===== src/rtl/pipe_pkg.sv =====
// Shared definitions for the pipeline hazard controller.
//   FWD_*      : operand-forwarding select encodings used by the ID-stage muxes
//   REG_PC     : register number of the PC (r15); it is never forwarded
//   hz_state_t : load-use stall FSM states
package pipe_pkg;

  localparam logic [1:0] FWD_RF  = 2'b00;
  localparam logic [1:0] FWD_EXE = 2'b01;
  localparam logic [1:0] FWD_MEM = 2'b10;
  localparam logic [1:0] FWD_WB  = 2'b11;

  localparam logic [3:0] REG_PC = 4'hF;

  typedef enum logic {
    RUN   = 1'b0,
    STALL = 1'b1
  } hz_state_t;

endpackage


===== src/rtl/fwd_select.sv =====
// Operand-forwarding select for one ID-stage source operand.
//   src, use_src           : source register number and whether it is read
//   exe_rd/en, mem_rd/en,
//   wb_rd/en               : destination register and write enable per stage
//   sel                    : 00 regfile, 01 EXE, 10 MEM, 11 WB
// The youngest matching producer wins (EXE > MEM > WB). The PC and unused
// sources always read the register file path.
module fwd_select
  import pipe_pkg::*;
(
  input  logic [3:0] src,
  input  logic       use_src,
  input  logic [3:0] exe_rd,
  input  logic       exe_en,
  input  logic [3:0] mem_rd,
  input  logic       mem_en,
  input  logic [3:0] wb_rd,
  input  logic       wb_en,
  output logic [1:0] sel
);

  always_comb begin
    sel = FWD_RF;
    if (use_src && (src != REG_PC)) begin
      if (exe_en && (exe_rd == src))      sel = FWD_EXE;
      else if (mem_en && (mem_rd == src)) sel = FWD_MEM;
      else if (wb_en && (wb_rd == src))   sel = FWD_WB;
    end
  end

endmodule


===== src/rtl/hazard_unit.sv =====
// Pipeline hazard controller for the five-stage core.
//   clk, reset (async, active-low)
//   id_rn/rm/rd + id_use_*   : ID-stage sources and their use flags
//   branch_taken             : taken branch resolved in ID
//   exe/mem/wb_rd + *_rf_en  : stage destinations and write enables
//   exe_load                 : EXE instruction is a load
//   pc_le, ifid_le, nop_s    : stall controls (combinational)
//   ifid_flush               : registered IF/ID flush (one cycle after branch)
//   fwd_a/b/c                : forwarding selects for Rn/Rm/Rd
//   stall_count, flush_count : saturating event counters
//   dbg_state, dbg_bc,
//   dbg_lat_rd               : FSM state, bubble counter, latched load rd
// Valid/ready note: there is no handshake here; pc_le/ifid_le low means the
// front end holds its registers for that cycle, nop_s high means ID/EXE
// receives a bubble in the same cycle.
module hazard_unit
  import pipe_pkg::*;
#(
  parameter int LOAD_STALLS = 1,
  parameter int CNT_W       = 16
) (
  input  logic             clk,
  input  logic             reset,
  input  logic [3:0]       id_rn,
  input  logic [3:0]       id_rm,
  input  logic [3:0]       id_rd,
  input  logic             id_use_rn,
  input  logic             id_use_rm,
  input  logic             id_use_rd,
  input  logic             branch_taken,
  input  logic [3:0]       exe_rd,
  input  logic [3:0]       mem_rd,
  input  logic [3:0]       wb_rd,
  input  logic             exe_rf_en,
  input  logic             mem_rf_en,
  input  logic             wb_rf_en,
  input  logic             exe_load,
  output logic             pc_le,
  output logic             ifid_le,
  output logic             nop_s,
  output logic             ifid_flush,
  output logic [1:0]       fwd_a,
  output logic [1:0]       fwd_b,
  output logic [1:0]       fwd_c,
  output logic [CNT_W-1:0] stall_count,
  output logic [CNT_W-1:0] flush_count,
  output logic             dbg_state,
  output logic [2:0]       dbg_bc,
  output logic [3:0]       dbg_lat_rd
);

  hz_state_t        state_q, state_d;
  logic [2:0]       bc_q, bc_d;
  logic [3:0]       lat_rd_q, lat_rd_d;
  logic             flush_q, flush_d;
  logic [CNT_W-1:0] stall_cnt_q, stall_cnt_d;
  logic [CNT_W-1:0] flush_cnt_q, flush_cnt_d;
  logic             hz;
  logic             stall_now;
  logic [1:0]       raw_a, raw_b, raw_c;

  fwd_select u_fwd_a (
    .src(id_rn), .use_src(id_use_rn),
    .exe_rd(exe_rd), .exe_en(exe_rf_en), .mem_rd(mem_rd), .mem_en(mem_rf_en),
    .wb_rd(wb_rd), .wb_en(wb_rf_en), .sel(raw_a)
  );
  fwd_select u_fwd_b (
    .src(id_rm), .use_src(id_use_rm),
    .exe_rd(exe_rd), .exe_en(exe_rf_en), .mem_rd(mem_rd), .mem_en(mem_rf_en),
    .wb_rd(wb_rd), .wb_en(wb_rf_en), .sel(raw_b)
  );
  fwd_select u_fwd_c (
    .src(id_rd), .use_src(id_use_rd),
    .exe_rd(exe_rd), .exe_en(exe_rf_en), .mem_rd(mem_rd), .mem_en(mem_rf_en),
    .wb_rd(wb_rd), .wb_en(wb_rf_en), .sel(raw_c)
  );

  // Combinational outputs are held at their reset values while reset is low.
  assign fwd_a = reset ? raw_a : FWD_RF;
  assign fwd_b = reset ? raw_b : FWD_RF;
  assign fwd_c = reset ? raw_c : FWD_RF;

  // Load-use: the loaded value is only available from MEM onwards.
  assign hz = exe_load && exe_rf_en && (exe_rd != REG_PC) &&
              ((id_use_rn && (id_rn == exe_rd)) ||
               (id_use_rm && (id_rm == exe_rd)) ||
               (id_use_rd && (id_rd == exe_rd)));

  always_comb begin
    state_d   = state_q;
    bc_d      = bc_q;
    lat_rd_d  = lat_rd_q;
    stall_now = 1'b0;
    case (state_q)
      RUN: begin
        if (hz) begin
          stall_now = 1'b1;
          if (LOAD_STALLS > 1) begin
            state_d  = STALL;
            bc_d     = 3'(LOAD_STALLS - 1);
            lat_rd_d = exe_rd;
          end
        end
      end
      STALL: begin
        // Remaining bubbles are committed; the load has left EXE, so the
        // latched rd identifies the hazard until the count runs out.
        stall_now = 1'b1;
        bc_d      = bc_q - 3'd1;
        if (bc_q == 3'd1) state_d = RUN;
      end
      default: state_d = RUN;
    endcase
    if (!reset) stall_now = 1'b0;
  end

  assign pc_le   = ~stall_now;
  assign ifid_le = ~stall_now;
  assign nop_s   = stall_now;

  // A branch seen during a stall stays in ID and is re-evaluated on release.
  assign flush_d = branch_taken & ~stall_now;

  assign stall_cnt_d = (stall_now && (stall_cnt_q != '1)) ? stall_cnt_q + CNT_W'(1) : stall_cnt_q;
  assign flush_cnt_d = (flush_q && (flush_cnt_q != '1)) ? flush_cnt_q + CNT_W'(1) : flush_cnt_q;

  always_ff @(posedge clk or negedge reset) begin
    if (!reset) begin
      state_q     <= RUN;
      bc_q        <= 3'd0;
      lat_rd_q    <= 4'd0;
      flush_q     <= 1'b0;
      stall_cnt_q <= '0;
      flush_cnt_q <= '0;
    end else begin
      state_q     <= state_d;
      bc_q        <= bc_d;
      lat_rd_q    <= lat_rd_d;
      flush_q     <= flush_d;
      stall_cnt_q <= stall_cnt_d;
      flush_cnt_q <= flush_cnt_d;
    end
  end

  assign ifid_flush  = flush_q;
  assign stall_count = stall_cnt_q;
  assign flush_count = flush_cnt_q;
  assign dbg_state   = state_q;
  assign dbg_bc      = bc_q;
  assign dbg_lat_rd  = lat_rd_q;

endmodule


===== config.mk =====
export PLATFORM = sky130hd
export DESIGN_NAME = hazard_unit
export DESIGN_NICKNAME = d
export VERILOG_FILES = /design/src/rtl/pipe_pkg.sv /design/src/rtl/fwd_select.sv /design/src/rtl/hazard_unit.sv
export SDC_FILE = /design/constraint.sdc
export NUM_CORES = 1
export LEC_CHECK = 0
export BUFFER_PORTS_ARGS = -buffer_cell sky130_fd_sc_hd__buf_2
export CAP_MARGIN = 20
export CORE_MARGIN = 5
export CORE_UTILIZATION = 55
export CTS_BUF_LIST = sky130_fd_sc_hd__clkbuf_16
export CTS_CLUSTER_DIAMETER = 150
export CTS_CLUSTER_SIZE = 8
export DETAILED_ROUTE_END_ITERATION = 7
export PLACE_DENSITY = 0.86
export SYNTH_ARGS = -nofsm -noshare
export SYNTH_HDL_FRONTEND = slang
export SYNTH_HIERARCHICAL = 1
export SYNTH_SLANG_ARGS = --single-unit

===== constraint.sdc =====
create_clock -name clk -period 3.4 [get_ports clk]
set_input_delay 0.68 -clock clk [delete_from_list [all_inputs] [get_ports clk]]
set_output_delay 0.68 -clock clk [all_outputs]
set_load 0.01 [all_outputs]

**Word level (Yosys, flattened, before mapping)**

Cells that the tools add are included.

- Register bits after elaboration: 37
- Input bits: 34
- Output and inout port bits: 50

- $add $sub $neg: 3
- Equal/unequal tests: 19
- Muxes and demuxes: 20
- Bitwise operators: 3
- Reduce and logical (&&, ||, !) cells: 22

Operator list:

| cell | count |
|---|---|
| $eq A4 B4 Y1 | 12 |
| $add A16 B1 Y16 const B | 2 |
| $ne A16 B16 Y1 const B | 2 |
| $mux W2 | 15 |
| $logic_and A1 B1 Y1 | 20 |
| $ne A4 B4 Y1 const B | 4 |
| $mux W1 | 4 |
| $eq A3 B1 Y1 const B | 1 |
| $sub A3 B1 Y3 const B | 1 |
| $logic_or A1 B1 Y1 | 2 |
| $not A1 Y1 | 2 |
| $pmux W1 S2 | 1 |
| $and A1 B1 Y1 | 1 |

**Logic depth before layout (Yosys ltp)**

- Word-level depth: 10
- Depth in mapped cells: 7

**Hierarchy**

Netlist, hierarchy kept.

Modules (own cells, without submodules):

| module | instances | cells an instance | area an instance (sq um) | seq. area each (sq um) |
|---|---|---|---|---|
| hazard_unit | 1 | 191 | 2,005.7 | 925.9 |
| fwd_select | 3 | 27 | 191.4 | 0.0 |

**Least setup slack after synthesis**

Ideal clock, no wire load.

- Path type: input to output
- Start point: input exe_rd[3]
- End point: output pc_le
- Data arrival time: 1.647 ns
- Data required time: 2.720 ns
- Path slack: 1.073 ns
- Cell stages on the path: 4
- Path through: xor2_1 nor4_2 o41ai_4 buf_4

- Longest elaborated chain between the ends: 9
- Elaborated cells between the ends (all ways): 15

Ends and longest elaborated chain:

| element | line | text |
|---|---|---|
| start, declared | hazard_unit.sv:31 | `input logic [3:0] exe_rd,` |
| $eq A4 B4 Y1, on equally long branches | hazard_unit.sv:85, hazard_unit.sv:86 |  |
| $logic_and A1 B1 Y1, on equally long branches | hazard_unit.sv:85, hazard_unit.sv:86 |  |
| $logic_or A1 B1 Y1 | hazard_unit.sv:85 | `((id_use_rn && (id_rn == exe_rd)) \|\|` |
| $logic_or A1 B1 Y1 | hazard_unit.sv:86 | `(id_use_rm && (id_rm == exe_rd)) \|\|` |
| $logic_and A1 B1 Y1 * | hazard_unit.sv:84 | `assign hz = exe_load && exe_rf_en && (exe_rd != REG_PC) &&` |
| $mux W1 * | hazard_unit.sv:96 | `if (hz) begin` |
| $pmux W1 S2 * | hazard_unit.sv:94 | `case (state_q)` |
| $mux W1 * | hazard_unit.sv:114 | `if (!reset) stall_now = 1'b0;` |
| $not A1 Y1 * | - |  |
| end, declared | hazard_unit.sv:38 | `output logic pc_le,` |

Every way passes the cells marked *; elsewhere a longest branch is shown, timed or not.

**Worst setup path in the final report**

- Start point: input exe_rd[3]
- End point: output pc_le

- Longest elaborated chain between the ends: 9
- Elaborated cells between the ends (all ways): 15

Ends and longest elaborated chain:

| element | line | text |
|---|---|---|
| $eq A4 B4 Y1, on equally long branches | hazard_unit.sv:85, hazard_unit.sv:86 |  |
| $logic_and A1 B1 Y1, on equally long branches | hazard_unit.sv:85, hazard_unit.sv:86 |  |
| $logic_or A1 B1 Y1 | hazard_unit.sv:85 |  |
| $logic_or A1 B1 Y1 | hazard_unit.sv:86 |  |
| $logic_and A1 B1 Y1 * | hazard_unit.sv:84 |  |
| $mux W1 * | hazard_unit.sv:96 |  |
| $pmux W1 S2 * | hazard_unit.sv:94 |  |
| $mux W1 * | hazard_unit.sv:114 |  |
| $not A1 Y1 * | hazard_unit.sv:117 | `assign pc_le = ~stall_now;` |

Marks and branches as above.

==> summary.md <==
| Metric | Value |
|---|---|
| Status | `complete, no violations` |
| Clock Pin Slew Worst Setup and Hold Paths | `60 ps` |
| Synth warnings | `6` |
| Ant diodes | `0` |
| DRC | `0` |
| Die height | `78.5 um` |
| Final setup vio count | `0` |
| Die area | `0.00616 mm^2` |
| Critical register-to-register path endpoint | `flush_count[8]` |
| Sequential area share after synthesis | `between 30% and 40%` |
| Dpl hpwl | `between 4000 and 5000 um` |
| Instance count of the mapped netlist | `approximately 270` |
| Final critical-path required period | `2620 ps` |
| Layout Area Growth over Synthesis | `23.0%` |
| Maximum buffer depth of the clock tree | `2` |
| Final WS setup | `776 ps` |
| Worst slack at placement | `754 ps` |
| Die width | `78.5 um` |
| Crit path required time | `2720 ps` |
| Crit end category | `output pin` |
| Clock sinks | `37` |
| Top Ports | `84` |
| Finished Cell Area | `0.00317 mm^2` |
| Fin crit share | `between 70% and 80%` |
| Reg-to-reg slack, setup | `1370 ps` |
| Number of DRC markers in iteration 0 | `128` |
| Peak VDD IR | `around 0.27 mV` |
| Crit path max fanout | `8` |
| Synthesis-stage register bit count | `37` |
| Routed len/inst | `~15 um` |
| CTS HTree Levels | `2` |
| Number of global-route vias before repair | `2357` |
| Global-route wire length before repair | `10800 um` |
| Final net count | `approximately 400` |
| MaxCap Viol Count | `0` |
| Root buffer cell | `clkbuf_16` |
| Setup Buffers After CTS | `0` |
| Path depth of the worst reg2reg path | `6` |
| Worst EP arrival | `1940 ps` |
| TNS Setup | `0 ps` |
| Clock insertion delay at the later pin of the skew report | `280 ps` |
| Pleak | `0.00167 uW` |
| Placed cell area | `0.00303 mm^2` |
| Hold Vio Cnt, Final | `0` |
| Initial Util | `about 56%` |
| CTS tree | `built` |
| Final wirelength | `6240 um` |
| Layout cells sized above 1 | `29.3%` |
| Vias | `about 2.3k` |
| Max-slew violations | `0` |
| Synth unique cells | `40` |
| Post-CTS resize count | `0` |
| Grt total ovfl | `0` |
| Core area | `0.00463 mm^2` |
| Largest net degree at the start of global routing | `27` |
| Post-route ant nets | `0` |
| Worst Setup Path Type | `in2out` |
| Total track usage | `a little over a fifth` |
| Post-CTS Hold Fix Bufs | `0` |
| RSZ-0062 raised after global routing | `no` |
| Pre-antenna DRT Iters | `4` |
| Hold WC Path Type | `in2async` |
| Gpl congestion | `0.960` |
| Post-Syn Area per Cell | `approximately 9.5 um^2` |
| Clock skew | `a little under 6 ps` |
| Rows | `25` |
| Total CTS buffers | `5` |
| Critical Path Start Type | `input pin` |
| FF-to-FF Start | `flush_count[6]` |
| Post-Syn Area | `0.00258 mm^2` |
| Number of I/O port buffers | `79` |
| Fmax | `381 MHz` |
| Avg Vias per Cell | `5.55` |
| Pwr/cell area | `413 mW/mm^2` |
| Initial antenna violation count | `0` |
==> cells by family after synthesis <==
kind of cell             Yosys count  share of synthesized area (%)
multiplexers                       3                           1.26
AO/OA/AOI/OAI                     24                           8.54
AND/OR/NAND/NOR                  109                           24.3
XOR/XNOR                          68                           23.1
adder cells (fa/ha/maj)            4                           1.94
flip-flops                        37                           35.9
other                              1                          0.145
buffers and inverters             26                           4.80
==> how the worst max path moves through the flow <==
stage | from | to | slack, ps | cells past startpoint
2_1_floorplan | exe_rd[3] | pc_le | 1070 | 4
3_3_place_gp | exe_rd[0] | pc_le | 810 | 5
3_5_place_dp | exe_rd[3] | pc_le | 750 | 5
4_1_cts | exe_rd[0] | pc_le | 750 | 5
5_1_grt | exe_rd[3] | nop_s | 660 | 6
6_report | exe_rd[3] | pc_le | 780 | 5
==> flip-flops by register name, summed over array words and instances, names as in the netlist <==
signal / flops
flush_count: 16
ifid_flush: 1
dbg_bc: 3
dbg_state: 1
stall_count: 16
==> Yosys cell counts, drive strengths merged <==
library cell / number / area share, %
xor2: 44 / 15
dfrtp: 37 / 36
nand2: 25 / 3.7
xnor2: 24 / 8.1
inv: 19 / 2.8
nand3: 18 / 3.5
nor3: 12 / 2.5
nand4: 10 / 2.4
and2: 9 / 2.2
nor2: 9 / 1.3
nor4: 9 / 3.7
and3: 6 / 1.5
buf: 6 / 1.9
a41oi: 5 / 1.7
ha: 4 / 1.9
a222oi: 3 / 1.2
and4: 3 / 1.0
nand2b: 3 / 0.73
o2111a: 3 / 1.3
o211a: 3 / 1.2
o21ai: 3 / 0.58
or2b: 3 / 0.87
a21oi: 2 / 0.39
mux2: 2 / 0.87
a21boi: 1 / 0.29
a31o: 1 / 0.34
a31oi: 1 / 0.24
clkbuf: 1 / 0.15
conb: 1 / 0.15
mux2i: 1 / 0.39
nor3b: 1 / 0.29
nor4b: 1 / 0.58
o21a: 1 / 0.29
o41ai: 1 / 1.1
==> layer usage <==
metal / track usage, % / vias up / routed length [um]
met5: 0 / - / 0
met4: 8.22 / 0 / 90
met1: 28.2 / 1099 / 2700
met3: 5.28 / 8 / 396
li1: - / 1112 / -
met2: 35.4 / 69 / 3040
==> power breakdown <==
group	switching (uW)	internal [uW]	leakage (uW)
sequential	65.0	490	0.000500
clock	172	268	0.0000712
combinational	181	134	0.00110
==> critical path, cell delays in order <==
cell     delay, ps
buf_2          210
xor2_1         190
nor4_2         100
o41ai_4        530
buf_2          230
==> area by class of cell <==
cell class | count | area [um^2]
clock buffer | 5 | 125
clock inverter | 3 | 17.5
fill | 368 | 1460
inverter | 19 | 71.3
multi-input combinational | 212 | 1550
sequential | 37 | 926
tap | 54 | 67.6
timing repair buffer | 82 | 418
==> metrics by stage <==
step           total power [uW]  cells  hold WS [ps]  utilization (%)
2_1_floorplan               731    275           384                -
3_3_place_gp                862    404           472             65.5
3_5_place_dp                878    404           473             65.5
4_1_cts                    1330    412           378             68.5
5_1_grt                    1390    412           385             68.5
6_report                   1310    412           378             68.5
==> cells in the final DEF (no fill, tap or decap), types with 3 or more instances in the layout <==
| cell type | synthesis | final |
|---|---|---|
| or2b_1 | 3 | 3 |
| nand3_1 | 18 | 18 |
| ha_1 | 4 | 4 |
| clkbuf_16 | 0 | 5 |
| xnor2_1 | 24 | 24 |
| and4_1 | 3 | 3 |
| a41oi_1 | 5 | 5 |
| and3_1 | 6 | 6 |
| nor3_1 | 11 | 11 |
| nand2b_1 | 3 | 3 |
| a222oi_1 | 3 | 3 |
| o2111a_1 | 3 | 3 |
| and2_1 | 9 | 9 |
| inv_2 | 3 | 3 |
| o211a_1 | 3 | 3 |
| dfrtp_1 | 37 | 37 |
| nand2_1 | 24 | 24 |
| nand4_1 | 10 | 10 |
| o21ai_0 | 3 | 3 |
| nor2_1 | 9 | 9 |
| buf_2 | 0 | 79 |
| xor2_1 | 44 | 44 |
| conb_1 | 1 | 4 |
| nor4_2 | 4 | 5 |
| inv_1 | 16 | 16 |
| nor4_1 | 4 | 3 |
| buf_4 | 5 | 3 |
Power figures use the tool's default switching activity.
